$ cat config.mk
export PLATFORM = sky130hd
export DESIGN_NAME = imem_loader
export DESIGN_NICKNAME = d
export VERILOG_FILES = /design/src/rtl/imem_loader.sv
export SDC_FILE = /design/constraint.sdc
export NUM_CORES = 1
export LEC_CHECK = 0
export BUFFER_PORTS_ARGS = -buffer_cell sky130_fd_sc_hd__buf_2
export CAP_MARGIN = 20
export CORE_AREA = 8 8 88 168
export CTS_CLUSTER_SIZE = 28
export DETAILED_ROUTE_END_ITERATION = 10
export DIE_AREA = 0 0 96 176
export MAX_ROUTING_LAYER = met4
export SLEW_MARGIN = 0
export SYNTH_ARGS = -nofsm -noshare
export SYNTH_HDL_FRONTEND = slang
export SYNTH_SLANG_ARGS = --single-unit
export TNS_END_PERCENT = 10
$ cat constraint.sdc
create_clock -name CLK -period 2.4 [get_ports CLK]
set_clock_uncertainty 0.05 [all_clocks]
set_input_delay 0.12 -clock CLK [delete_from_list [all_inputs] [get_ports CLK]]
set_output_delay 0.12 -clock CLK [all_outputs]
set_load 0.05 [all_outputs]
$ cat src/rtl/imem_loader.sv
// imem_loader: boot-time loader that turns a byte stream (16-bit word-count
// header followed by big-endian 32-bit words) into instruction-memory writes
// for the core, holding the core in reset until the image is complete.
//
// Ports:
//   CLK, RST        clock and synchronous active-high reset
//   load_req        start a new load (honoured in IDLE or RUN only)
//   in_data/in_valid/in_ready   byte stream in; no back-pressure while loading
//   W_Ins/W_Addr/WE instruction write port to the core (WE is a 1-cycle strobe)
//   CPU_RST         registered reset to the core, low only in RUN
//   busy            high while a header or data bytes are being consumed
//   err             sticky: header length exceeded DEPTH_WORDS
//   words_loaded    count of WE strobes issued by the current/last load
module imem_loader #(
  parameter int DEPTH_WORDS = 256,
  parameter int ADDR_W      = 8,
  parameter bit BOOT_RUN    = 1'b0
) (
  input  logic              CLK,
  input  logic              RST,
  input  logic              load_req,
  input  logic [7:0]        in_data,
  input  logic              in_valid,
  output logic              in_ready,
  output logic [31:0]       W_Ins,
  output logic [ADDR_W-1:0] W_Addr,
  output logic              WE,
  output logic              CPU_RST,
  output logic              busy,
  output logic              err,
  output logic [15:0]       words_loaded
);

  typedef enum logic [2:0] {
    ST_IDLE = 3'd0,
    ST_HDR0 = 3'd1,
    ST_HDR1 = 3'd2,
    ST_DATA = 3'd3,
    ST_RUN  = 3'd4
  } state_t;

  localparam state_t      ST_RST  = BOOT_RUN ? ST_RUN : ST_IDLE;
  localparam logic [16:0] DEPTH_L = 17'(DEPTH_WORDS);

  state_t r_state;
  state_t w_state_nxt;

  logic              w_in_ready;
  logic              w_busy;
  logic              w_accept;
  logic              w_load_start;
  logic [15:0]       w_len_full;
  logic              w_word_done;
  logic              w_last_word;
  logic              w_in_range;

  logic [7:0]        r_len_hi;
  logic [15:0]       r_len;
  logic [23:0]       r_asm;      // first three bytes of the word in flight
  logic [1:0]        r_bidx;
  logic [15:0]       r_widx;     // words received, including dropped ones
  logic [31:0]       r_wins;
  logic [ADDR_W-1:0] r_waddr;
  logic              r_we;
  logic              r_cpu_rst;
  logic              r_err;
  logic [15:0]       r_words;

  assign w_accept     = in_valid & w_in_ready;
  assign w_load_start = ((r_state == ST_IDLE) || (r_state == ST_RUN)) && load_req;
  assign w_len_full   = {r_len_hi, in_data};
  assign w_word_done  = (r_state == ST_DATA) && w_accept && (r_bidx == 2'd3);
  assign w_last_word  = w_word_done && ((r_widx + 16'd1) == r_len);
  // Words beyond memory capacity are drained from the stream but never written.
  assign w_in_range   = ({1'b0, r_widx} < DEPTH_L);

  // State register
  always_ff @(posedge CLK) begin
    if (RST) r_state <= ST_RST;
    else     r_state <= w_state_nxt;
  end

  // Next-state logic
  always_comb begin
    w_state_nxt = r_state;
    case (r_state)
      ST_IDLE, ST_RUN: if (load_req) w_state_nxt = ST_HDR0;
      ST_HDR0:         if (w_accept) w_state_nxt = ST_HDR1;
      ST_HDR1:         if (w_accept) w_state_nxt = (w_len_full == 16'd0) ? ST_RUN : ST_DATA;
      ST_DATA:         if (w_last_word) w_state_nxt = ST_RUN;
      default:         w_state_nxt = ST_IDLE;
    endcase
  end

  // State-decoded outputs
  always_comb begin
    w_in_ready = 1'b0;
    w_busy     = 1'b0;
    case (r_state)
      ST_HDR0, ST_HDR1, ST_DATA: begin
        w_in_ready = 1'b1;
        w_busy     = 1'b1;
      end
      default: begin
        w_in_ready = 1'b0;
        w_busy     = 1'b0;
      end
    endcase
  end

  // Datapath: header capture, word assembly, write strobe and counters
  always_ff @(posedge CLK) begin
    if (RST) begin
      r_len_hi  <= '0;
      r_len     <= '0;
      r_asm     <= '0;
      r_bidx    <= '0;
      r_widx    <= '0;
      r_wins    <= '0;
      r_waddr   <= '0;
      r_we      <= 1'b0;
      r_cpu_rst <= ~BOOT_RUN;
      r_err     <= 1'b0;
      r_words   <= '0;
    end else begin
      r_we <= 1'b0;
      // Release only once RUN has been held for a cycle, so the final WE
      // lands while the core is still in reset; leaving RUN re-asserts at once.
      r_cpu_rst <= ~((r_state == ST_RUN) && (w_state_nxt == ST_RUN));
      if (w_load_start) begin
        r_bidx  <= '0;
        r_widx  <= '0;
        r_waddr <= '0;
        r_err   <= 1'b0;
        r_words <= '0;
      end else begin
        if (r_we) r_waddr <= r_waddr + ADDR_W'(1);
        if (w_accept) begin
          case (r_state)
            ST_HDR0: r_len_hi <= in_data;
            ST_HDR1: begin
              r_len <= w_len_full;
              if ({1'b0, w_len_full} > DEPTH_L) r_err <= 1'b1;
            end
            ST_DATA: begin
              r_bidx <= r_bidx + 2'd1;
              r_asm  <= {r_asm[15:0], in_data};
              if (r_bidx == 2'd3) begin
                r_widx <= r_widx + 16'd1;
                if (w_in_range) begin
                  r_wins  <= {r_asm, in_data};
                  r_we    <= 1'b1;
                  r_words <= r_words + 16'd1;
                end
              end
            end
            default: ;
          endcase
        end
      end
    end
  end

  assign in_ready     = w_in_ready;
  assign busy         = w_busy;
  assign W_Ins        = r_wins;
  assign W_Addr       = r_waddr;
  assign WE           = r_we;
  assign CPU_RST      = r_cpu_rst;
  assign err          = r_err;
  assign words_loaded = r_words;

endmodule

# Word-level counts from Yosys, hierarchy flattened
# Index checks and enable logic that the tools add are counted.
# op_classes
mux	8
n_eq_ne	7
magnitude_cmp	2
addsub	4
reduce_logical	20
n_bitwise	6
# ops
cell	n
$add 16x1->16 const B	2
$eq 16x16->1	1
$gt 16x9->1 const B	1
$logic_not 16->1	1
$lt 16x9->1 const B	1
$mux 3	5
$reduce_and 3->1	5
$pmux 3 s4	1
$add 8x1->8 const B	1
$eq 3x2->1 const B	2
$eq 3x3->1 const B	2
$logic_and 1x1->1	5
$not 1->1	5
$reduce_and 5->1	1
$reduce_or 5->1	1
$reduce_and 4->1	1
$reduce_or 2->1	2
$eq 3x1->1 const B	1
$logic_not 3->1	1
$reduce_or 3->1	1
$add 2x1->2 const B	1
$eq 2x2->1 const B	1
$mux 1	2
$reduce_and 2->1	1
other kinds (2)	2
# totals
regBits	128

# Longest topological paths before layout
# Gate-level depths: netlist of run 1.
# logic_depth
word_depth	12
depth_mapped	9
mapped_depth_nobuf	7

# Least setup slack after synthesis of run 1
# No wires, ideal clock.
# synth_timing
kind	reg2reg
start	register r_widx[0]
end	register r_state[1]
stages_incl_launch_ff	8
arrival_ns	2.004
path_buffers	0
setup_time_ns	0.119
slack_ns	0.227
period_less_slack_ns	2.173
cell_sequence	dfxtp_1 > ha_1 > nand3_4 > nor4_2 > a21oi_1 > or4_4 > nor4_2 > nor2_1
# synth_via
elab_chain_cells	5
# synth_rtl
item	line_no	rtl
from (decl)	61	logic [15:0] r_widx;
from (signal assigned)	149	r_widx <= r_widx + 16'd1;
$add 16x1->16	73	assign w_last_word = w_word_done && ((r_widx + 16'd1) == r_len);
$eq 16x16->1	73	
$logic_and 1x1->1	73	
$mux 3	90	ST_DATA: if (w_last_word) w_state_nxt = ST_RUN;
$pmux 3 s4	86	case (r_state)
to (signal assigned)	80	else r_state <= w_state_nxt;
to (decl)	45	state_t r_state;
# No other way between the ends.
# A chain may end at the register's enable or synchronous reset.

# Worst setup path in the final report of run 1
# layout_timing
start	register r_widx[8]
end	register r_state[1]
# The elaborated chain is that of the path after synthesis.

==> flow_metrics.tcl, run 1 <==
set metrics [dict create \
    synth_top_family_by_area "simple AND/OR/NAND/NOR gates" \
    fin_nets 787 \
    synthMuxAreaShare_pct 0.181 \
    clock_path_buffers 2 \
    synthXorXnorAreaFrac_pct 8.70 \
    hold_path.class "input pin to register" \
    cts_buffers 17 \
    synth_seq_area_share_pct 46.3 \
    ios 73 \
    synth_compound_area_share_pct 11.8 \
    ff2ff_path_depth 6 \
    setup_viol 0 \
    reg2reg_from "r_widx[8]$_SDFFE_PP0P_" \
    synthCells 692 \
    wl_microns 14800 \
    hold_viol 0 \
    final_common_cell "nand2_1" \
    fin_crit_sh_pct 94.8 \
    initial_core_util_pct 44.1 \
    area_growth_pct 21.7 \
    row_count 58 \
    die_h_microns 176 \
    final_cell_mix "nand2_1 (188), dfxtp_1 (127), a21oi_1 (91), buf_2 (72), nor2_1 (55)" \
    r2r_slack_ns 0.12 \
    slew_headroom_pct 49.9 \
    clk_latency_ns 0.41 \
    clk_pin_slew_ns 0.06 \
    syn_nets 708 \
    antenna_found_initial 0 \
    die_area_sq_um 16900 \
    timing.fmax_ghz 0.439 \
    grt_pass1_vias 4883 \
    ys_seq_elements 128 \
    vias 4890 \
    cpLargestDelayFamily "simple AND/OR/NAND/NOR gates" \
    avgSynthCellArea_sq_um 8.00 \
    wl_per_cell_microns 15.8 \
    drt_iter0_drc 176 \
    yosysTopAreaCell "dfxtp_1" \
    yosys.area_share.adder_pct 0.904 \
    criticalPathCategory "register to register" \
    dp_cells 897 \
    final_cells 934 \
    htree_levels 4 \
    synthArstFlopShare_pct 0 \
    cts_tree "yes" \
    powerDensity_nw_per_um2 753 \
    hold_slack_ns 0.0596 \
    slew_viol_final 0 \
    tightest_slew_ns 0.745 \
    slowest_delay_ns 0.51 \
    synth_edf_count 0 \
    cellLeakagePower_nw 2.53 \
    synth_simple_gate_area_share_pct 27.5 \
    cp.required_ns 2.65 \
    cts_num_sinks 128 \
    critPathMaxFanout 9 \
    synth_top_area_share_pct 46.3 \
    first_pass_iters 5 \
    crit_arrival_ns 2.53 \
    cp-start-kind "register" \
    detail-route-antenna-nets 0 \
    port_buffers 72 \
    viasPerCell 5.24 \
    rr_endpoint "r_state[1]$_SDFF_PP0_" \
    finalCriticalPeriod_ns 2.28 \
    gp_congestion 0.912 \
    grtUsageTotal_pct 18.9 \
    fillers 1215 \
    yosys_warnings 0 \
    ir_drop_mv 0.514 \
    cp_num_cells 6 \
    critPathBufInv 0 \
    synth_ff_type "dfxtp_1" \
    grt_overflow 0 \
    synth.distinct_cells 53 \
    grt_max_degree 46 \
    endpoint "r_state[1]$_SDFF_PP0_" \
    num_antenna_cells 0 \
    hpwl_microns 10900 \
    grt_pass1_wl_microns 24200 \
    status "completed" \
    worstSetupEndpointType "register" \
    cts-root-buf "clkbuf_16" \
    netlist_area_sq_um 5540 \
    synth_area_leaders "dfxtp_1 (46%), nand2_1 (13%), a21oi_1 (8.2%)" \
    drcViolationCount 0 \
    crit_slowest_cell "dfxtp_1" \
    drive_above_1_share_pct 18.5 \
    die_w_microns 96 \
    core_sq_um 12600 \
    fin_total_pwr_w 0.00507 \
    rsz0062_at_grt "no" \
    startpoint "r_widx[8]$_SDFFE_PP0P_" \
    worstPathCellList "or3b_1, a2111oi_2, nor3_1, or4_4, nor4_2, nor2_1" \
    max_cap_viol_count 0 \
]
cell usage after synthesis, types with 2 or more instances:
| cell type | count |
|---|---|
| nand2_1 | 188 |
| dfxtp_1 | 128 |
| a21oi_1 | 91 |
| nor2_1 | 55 |
| xnor2_1 | 32 |
| clkbuf_1 | 31 |
| xor2_1 | 23 |
| nor3_1 | 16 |
| nand3_1 | 13 |
| inv_1 | 12 |
| nand4_1 | 10 |
| nor4_1 | 9 |
| and3_1 | 6 |
| nand2b_1 | 6 |
| buf_4 | 5 |
| o21ai_0 | 5 |
| buf_6 | 4 |
| ha_1 | 4 |
| nor3b_1 | 4 |
| and2_1 | 3 |
| and4_1 | 3 |
| buf_2 | 3 |
| nand3b_1 | 3 |
| nor4_2 | 3 |
| a211oi_1 | 2 |
| a21o_1 | 2 |
| a31oi_1 | 2 |
| and4_2 | 2 |
| o21bai_1 | 2 |
| or3_1 | 2 |
power by group:
group	total [W]	internal, W	switching (W)
Combinational	0.000270	0.0000819	0.000188
Sequential	0.00216	0.00215	0.0000152
Clock	0.00264	0.00165	0.000992
stage by stage:
stage	setup WS (ns)	setup TNS [ns]	cell area [sq um]	util (%)
2_1_floorplan	0.227	0	5540	-
5_1_grt	0.0452	0	6740	53.7
3_5_place_dp	-0.0516	-0.0516	6080	48.4
3_3_place_gp	-0.0312	-0.0312	6080	48.4
6_report	0.125	0	6740	53.7
4_1_cts	0.0512	0	6740	53.6
cells by family (layout without fill, tap and decap cells):
group / after synthesis / after routing
DFF: 128 / 128
xor gates and xnor gates: 55 / 55
buffers and inverters: 55 / 147
AOI/OAI and AO/OA: 116 / 116
and+or+nand+nor: 333 / 333
adders and majority gates: 4 / 4
muxes: 1 / 1
what timing repair did:
action | CTS | global route
hold endpoints to repair | 17 | 0
gates resized for setup | 0 | 2
hold buffers | 5 | 0
buffers inserted | 0 | 0
setup endpoints to repair | 0 | 3
worst reg2reg max path, stage by stage, from the launching register on:
cell and delay [ns]:
dfxtp_1 0.51, or3b_1 0.40, a2111oi_2 0.36, nor3_1 0.10, or4_4 0.44, nor4_2 0.26, nor2_1 0.06
layout make-up:
class | count | area [sq um] | share of cell area, %
Multi-Input combinational cell | 509 | 2720 | 40.3
Tap cell | 150 | 188 | 2.78
Clock inverter | 14 | 179 | 2.66
Inverter | 12 | 45.0 | 0.668
Sequential cell | 128 | 2560 | 38.0
Timing Repair Buffer | 103 | 618 | 9.17
Clock buffer | 18 | 429 | 6.37
per-layer routing:
layer	vias up	routed length (microns)	global-route usage (%)
li1	2466	-	-
met1	2303	5250	17.0
met5	-	0	-
met3	31	411	3.91
met2	90	8620	35.7
met4	0	467	8.26
how the worst min path moves through the flow:
stage                     from                     to  cells after the start
finish              in_data[4]  r_len[4]$_SDFFE_PP0P_                      4
CTS                 in_data[4]  r_len[4]$_SDFFE_PP0P_                      4
floorplan           in_data[1]  r_len[1]$_SDFFE_PP0P_                      2
global route        in_data[3]  W_Ins[3]$_SDFFE_PP0P_                      4
global placement           RST     CPU_RST$_SDFF_PP1_                      2
detailed placement         RST     CPU_RST$_SDFF_PP1_                      2
sequential cells by signal, indices dropped and copies added, names as in the netlist:
signal / cells
words_loaded: 16
W_Ins: 32
W_Addr: 8
r_state: 3
err: 1
r_len: 16
r_asm: 24
WE: 1
r_len_hi: 8
r_widx: 16
r_bidx: 2
CPU_RST: 1
Note: power is estimated with default switching activity, not from simulation.
==> run 2: changes to the inputs <==
==> constraint.sdc (replaced) <==
create_clock -name CLK -period 2.35 [get_ports CLK]
set_clock_uncertainty 0.05 [all_clocks]
set_input_delay 0.1175 -clock CLK [delete_from_list [all_inputs] [get_ports CLK]]
set_output_delay 0.1175 -clock CLK [all_outputs]
set_load 0.05 [all_outputs]
==> run 2 against run 1 <==
  * Total power up 0.30%
  * Utilization up 0.11 points
  * Global-route usage up 0.11 points
  * Combinational power up 5%
  * Clock-buffer cell count down 1
  * Final cell count up 0.11%
  * Register-to-register slack better by 0.03 ns
  * Clock power down 2%
  * Critical path type unchanged
  * Hold slack better by 0.0018 ns
  * Largest cell class unchanged
  * Sequential share of layout area about the same
  * Via count down 0.10%
  * Critical path depth up 1
==> flow_metrics.tcl, run 2 (synthesis results as in run 1) <==
set metrics [dict create \
    antenna_found_initial 0 \
    regArea_sq_um 2570 \
    rsz0062_at_grt "no" \
    worstSetupEndpointType "register" \
    viasPerCell 5.22 \
    critPathMaxFanout 5 \
    clock_path_buffers 2 \
    ff2ff_path_depth 7 \
    wl_microns 14900 \
    grt_pass1_wl_microns 24200 \
    area_growth_pct 22.0 \
    multiInputGateArea_sq_um 2730 \
    criticalPathCategory "register to register" \
    fin_nets 789 \
    num_antenna_cells 0 \
    hold_path.class "input pin to register" \
    gp_congestion 0.903 \
    cts_tree "yes" \
    htree_levels 4 \
    die_area_sq_um 16900 \
    slowest_delay_ns 0.54 \
    grt_max_degree 61 \
    place_area_sq_um 6120 \
    vias 4885 \
    detail-route-antenna-nets 0 \
    wl_per_cell_microns 15.9 \
    status "completed" \
    crit_slowest_cell "or4_4" \
    finalCriticalPeriod_ns 2.19 \
    final_common_cell "nand2_1" \
    cts_buffers 17 \
    slew_viol_final 0 \
    cts_num_sinks 128 \
    worstPathCellList "ha_2, nand3_4, nor4_4, a21oi_1, or4_4, nor4_2, nor2_1" \
    max_cap_viol_count 0 \
    final_cells 935 \
    port_buffers 72 \
    setup_viol 0 \
    hold_viol 0 \
    ios 73 \
    die_h_microns 176 \
    drcViolationCount 0 \
    cts-root-buf "clkbuf_16" \
    drt_iter0_drc 174 \
    fillers 1219 \
    tightest_slew_ns 0.840 \
    postLayoutCellArea_sq_um 6750 \
    timing.fmax_ghz 0.456 \
    crit_arrival_ns 2.44 \
    cellLeakagePower_nw 2.55 \
    row_count 58 \
    powerDensity_nw_per_um2 753 \
    initial_core_util_pct 44.1 \
    die_w_microns 96 \
    fin_crit_sh_pct 93.2 \
    grt_pass1_vias 4887 \
    grtUsageTotal_pct 19.0 \
    hpwl_microns 10900 \
    drive_above_1_share_pct 19.6 \
    slew_headroom_pct 43.5 \
    clk_latency_ns 0.41 \
    core_sq_um 12600 \
    clk_pin_slew_ns 0.06 \
    largest_reg_flops 32 \
    min_path_cells 4 \
    first_pass_iters 4 \
    cp-start-kind "register" \
    final_cell_mix "nand2_1 (188), dfxtp_1 (124), a21oi_1 (91), buf_2 (72), nor2_1 (55)" \
    grt_overflow 0 \
    ir_drop_mv 0.720 \
    dp_cells 901 \
    cp.required_ns 2.60 \
]
[run 2: cell types whose count changed in the layout (fill, tap and decap cells not counted), moves of 2 or more]
| cell | delta |
|---|---|
| buf_4 | +4 |
| dfxtp_1 | -3 |
| dfxtp_2 | +3 |
| dlygate4sd3_1 | -3 |
| inv_6 | -2 |
[run 2: stage by stage]
step | setup WS [ns] | total power [W] | TNS (ns) | hold WS (ns) | utilization [%]
2_1_floorplan | 0.177 | 0.00243 | 0 | 0.203 | -
3_3_place_gp | -0.0626 | 0.00253 | -0.0626 | 0.388 | 48.7
3_5_place_dp | -0.0698 | 0.00254 | -0.0698 | 0.392 | 48.7
4_1_cts | 0.0371 | 0.00515 | 0 | 0.0384 | 53.6
5_1_grt | 0.0190 | 0.00527 | 0 | 0.0557 | 53.8
6_report | 0.159 | 0.00509 | 0 | 0.0615 | 53.8
[run 2: worst paths after layout]
check	from	end	slack, ns
max	r_widx[1]$_SDFFE_PP0P_	r_state[1]$_SDFF_PP0_	0.16
min	in_data[1]	r_len[1]$_SDFFE_PP0P_	0.06
max reg2reg	r_widx[1]$_SDFFE_PP0P_	r_state[1]$_SDFF_PP0_	0.16
min reg2reg	W_Ins[13]$_SDFFE_PP0P_	W_Ins[13]$_SDFFE_PP0P_	0.40
[run 2: layout make-up]
cell class,instances,share of cell area (%)
clock inverters,14,2.35
multi-input cells,509,40.4
clock buffers,17,6.30
flip-flops and latches,128,38.0
well taps,150,2.78
repair buffers,105,9.45
inverters,12,0.667
[run 2: what timing repair did]
action | 4_1_cts | 5_1_grt
hold buffers | 2 | 0
pin swaps | 0 | 1
hold endpoints to repair | 8 | 0
cloned | 0 | 0
setup endpoints to repair | 1 | 2
setup buffers | 0 | 1
resized for setup | 1 | 6
[run 2: per-layer routing]
| metal | part of all wire, % | wire length (microns) | track usage [%] | up-vias |
|---|---|---|---|---|
| li1 | - | - | - | 2474 |
| met1 | 36 | 5420 | 17.1 | 2304 |
| met2 | 57 | 8530 | 35.3 | 83 |
| met3 | 2.8 | 414 | 4.21 | 24 |
| met4 | 3.5 | 514 | 9.17 | 0 |
| met5 | 0 | 0 | - | - |
[run 2: critical path, delay by kind of cell (launching register included)]
| kind | cells | cell delay [ns] |
|---|---|---|
| and+or+nand+nor | 5 | 1.27 |
| AOI/OAI and AO/OA | 1 | 0.10 |
| DFF | 1 | 0.39 |
| adders and majority gates | 1 | 0.27 |
[run 2: where the power goes]
group	internal [W]	switching (W)	total [W]
combinational	0.0000868	0.000197	0.000284
clock	0.00157	0.00102	0.00260
sequential	0.00219	0.0000155	0.00221
==> run 3: changes to the inputs <==
--- a/config.mk
+++ b/config.mk
@@ -5,12 +5,13 @@
 export SDC_FILE = /design/constraint.sdc
 export NUM_CORES = 1
 export LEC_CHECK = 0
+export ABC_AREA = 1
 export BUFFER_PORTS_ARGS = -buffer_cell sky130_fd_sc_hd__buf_2
 export CAP_MARGIN = 20
-export CORE_AREA = 8 8 88 168
+export CORE_AREA = 8 8 88 169
 export CTS_CLUSTER_SIZE = 28
 export DETAILED_ROUTE_END_ITERATION = 10
-export DIE_AREA = 0 0 96 176
+export DIE_AREA = 0 0 96 177
 export MAX_ROUTING_LAYER = met4
 export SLEW_MARGIN = 0
 export SYNTH_ARGS = -nofsm -noshare
==> run 3 against run 2 <==
  * Highest routed layer unchanged
  * Critical endpoint is now W_Ins[22]$_SDFFE_PP0P_
  * Final cell count up 6.0%
  * Synthesized cell count grew 8.2%
  * First-iteration DRC count rose by 67%
  * Critical path depth grew 2
  * Combinational power fell by 2%
  * Cell area decreased by 0.15%
  * Sequential share of layout area barely moved
==> flow_metrics.tcl, run 3 <==
set metrics [dict create \
    powerDensity_nw_per_um2 753 \
    timing.fmax_ghz 0.505 \
    synth.most_common_cell "dfxtp_1" \
    tightest_slew_ns 0.752 \
    area_growth_pct 20.8 \
    synth_ff_type "dfxtp_1" \
    row_count 59 \
    synthTopCellsByCount "dfxtp_1 (128), a21oi_1 (108), inv_1 (107)" \
    grt_max_degree 82 \
    fin_total_pwr_w 0.00508 \
    drive_above_1_share_pct 15.7 \
    final_cell_mix "dfxtp_1 (128), a21oi_1 (108), inv_1 (107), o21ai_0 (102), nand2_1 (89)" \
    cellLeakagePower_nw 2.87 \
    htree_levels 4 \
    finalCriticalPeriod_ns 1.98 \
    drcViolationCount 0 \
    clk_latency_ns 0.41 \
    synth.distinct_cells 42 \
    avgSynthCellArea_sq_um 7.45 \
    startpoint "r_state[1]$_SDFF_PP0_" \
    cts_setup_buffers 0 \
    cp-start-kind "register" \
    wl_microns 13900 \
    synth_seq_area_share_pct 45.9 \
    fin_crit_sh_pct 84.2 \
    clk_pin_slew_ns 0.06 \
    antenna_found_initial 0 \
    wl_per_cell_microns 14.0 \
    cp_num_cells 9 \
    synthArstFlopShare_pct 0 \
    min_from "in_data[6]" \
    fin_nets 843 \
    synth_simple_gate_area_share_pct 20.5 \
    largest_reg_flops 32 \
    cp.required_ns 2.64 \
    syn_nets 765 \
    die_w_microns 96 \
    max_cap_viol_count 0 \
    worstSetupEndpointType "register" \
    port_buffers 72 \
    crit_slowest_cell "dfxtp_1" \
    hold_viol 0 \
    grt_overflow 0 \
    cts-root-buf "clkbuf_16" \
    synth_top_family_by_area "compound AO/OA/AOI/OAI gates" \
    fin_tns_setup_ns 0 \
    synthCells 749 \
    vias 5143 \
    synth_compound_area_share_pct 21.3 \
    ff2ff_path_depth 9 \
    critPathMaxFanout 44 \
    final_common_cell "dfxtp_1" \
    cts_tree "yes" \
    status "completed" \
    min_path_cells 3 \
    reg2reg_from "r_state[1]$_SDFF_PP0_" \
    viasPerCell 5.19 \
    setup_viol 0 \
    hpwl_microns 9960 \
    clock_path_buffers 2 \
    cpLargestDelayFamily "buffers and inverters" \
    post-route-util_pct 52.8 \
    synthMuxAreaShare_pct 0.179 \
    die_h_microns 177 \
    grtUsageTotal_pct 17.6 \
    crit_arrival_ns 2.27 \
    cts_buffers 17 \
    synth_top_area_share_pct 45.9 \
    ios 73 \
    initial_core_util_pct 43.7 \
    synthXorXnorAreaFrac_pct 1.34 \
    cts_num_sinks 128 \
    yosys_warnings 0 \
    core_sq_um 12800 \
    slew_headroom_pct 49.8 \
    num_antenna_cells 0 \
    synth_edf_count 0 \
    die_area_sq_um 17000 \
    yosysTopAreaCell "dfxtp_1" \
    slowest_delay_ns 0.42 \
    synth_area_leaders "dfxtp_1 (46%), a21oi_1 (9.7%), o21ai_0 (9.1%)" \
    criticalPathCategory "register to register" \
    fillers 1288 \
    netlist_area_sq_um 5580 \
    first_pass_iters 5 \
    detail-route-antenna-nets 0 \
    ir_drop_mv 0.554 \
    worstPathCellList "nor2_1, nor2_2, nand2_1, inv_2, nand3_4, clkinv_2, buf_4, o21ai_0, a21oi_1" \
    drt_iter0_drc 291 \
    hold_path.class "input pin to register" \
    critPathBufInv 3 \
    grt_pass1_vias 4788 \
    ys_seq_elements 128 \
    rsz0062_at_grt "no" \
    grt_pass1_wl_microns 23000 \
    gp_congestion 0.895 \
    slew_viol_final 0 \
    yosys.area_share.adder_pct 0.897 \
]
==> run 3: changes by cell type in the layout (fill, tap and decap cells not counted), moves of 18 or more <==
| cell | previous run | this run |
|---|---|---|
| buf_4 | 29 | 9 |
| inv_1 | 12 | 107 |
| xor2_1 | 23 | 5 |
| xnor2_1 | 32 | 1 |
| nand2_1 | 188 | 89 |
| o21ai_0 | 5 | 102 |
| nand3_1 | 12 | 54 |
==> run 3: metrics by stage <==
step / hold slack, ns / std cells / instance area, sq um / setup slack, ns
6_report: 0.0149 / 991 / 6740 / 0.370
5_1_grt: 0.0199 / 991 / 6740 / 0.0680
4_1_cts: 0.0236 / 991 / 6740 / 0.355
3_5_place_dp: 0.296 / 950 / 6060 / 0.408
3_3_place_gp: 0.284 / 950 / 6060 / 0.450
2_1_floorplan: 0.137 / 749 / 5580 / 0.294
==> run 3: timing repair <==
| action | CTS | global route |
|---|---|---|
| hold buffers | 10 | 0 |
| gates resized for setup | 0 | 0 |
| endpoints found under the hold margin | 27 | 0 |
==> run 3: per-layer routing <==
metal / vias to the layer above / wire (microns) / GRT usage, %
met1: 2355 / 6450 / 22.3
li1: 2660 / - / -
met5: - / 0 / -
met4: 0 / 155 / 4.91
met2: 115 / 6590 / 26.7
met3: 13 / 709 / 4.59
==> run 3: worst min-delay path, delay by kind of cell <==
family	cells	cell delay [ns]
buffers and inverters	2	0.18
AOI/OAI and AO/OA	1	0.13
==> run 3: path summary, 6_finish.rpt <==
check | slack, ns | end
min reg2reg | 0.40 | r_asm[21]$_SDFFE_PP0P_
max reg2reg | 0.37 | W_Ins[22]$_SDFFE_PP0P_
max | 0.37 | W_Ins[22]$_SDFFE_PP0P_
min | 0.01 | W_Ins[6]$_SDFFE_PP0P_
==> run 3: logic make-up (layout without fill, tap and decap cells) <==
| kind of cell | after synthesis | in the layout |
|---|---|---|
| and+or+nand+nor | 237 | 237 |
| AOI/OAI and AO/OA | 229 | 229 |
| buffers and inverters | 143 | 233 |
| DFF | 128 | 128 |
| xor gates and xnor gates | 7 | 7 |
| adders and majority gates | 4 | 4 |
| muxes | 1 | 1 |
==> run 3: power breakdown <==
group          switching (W)  internal (W)
combinational       0.000188     0.0000884
clock               0.000971       0.00159
sequential         0.0000296       0.00221
total                0.00119       0.00389
==> run 3: area by class of cell <==
type / count / area (sq um) / area share (%)
clock inverters: 12 / 136 / 2.02
clock buffers: 19 / 443 / 6.57
repair buffers: 91 / 528 / 7.83
well taps: 152 / 190 / 2.82
flip-flops and latches: 128 / 2560 / 38.0
multi-input cells: 478 / 2460 / 36.5
inverters: 111 / 419 / 6.22
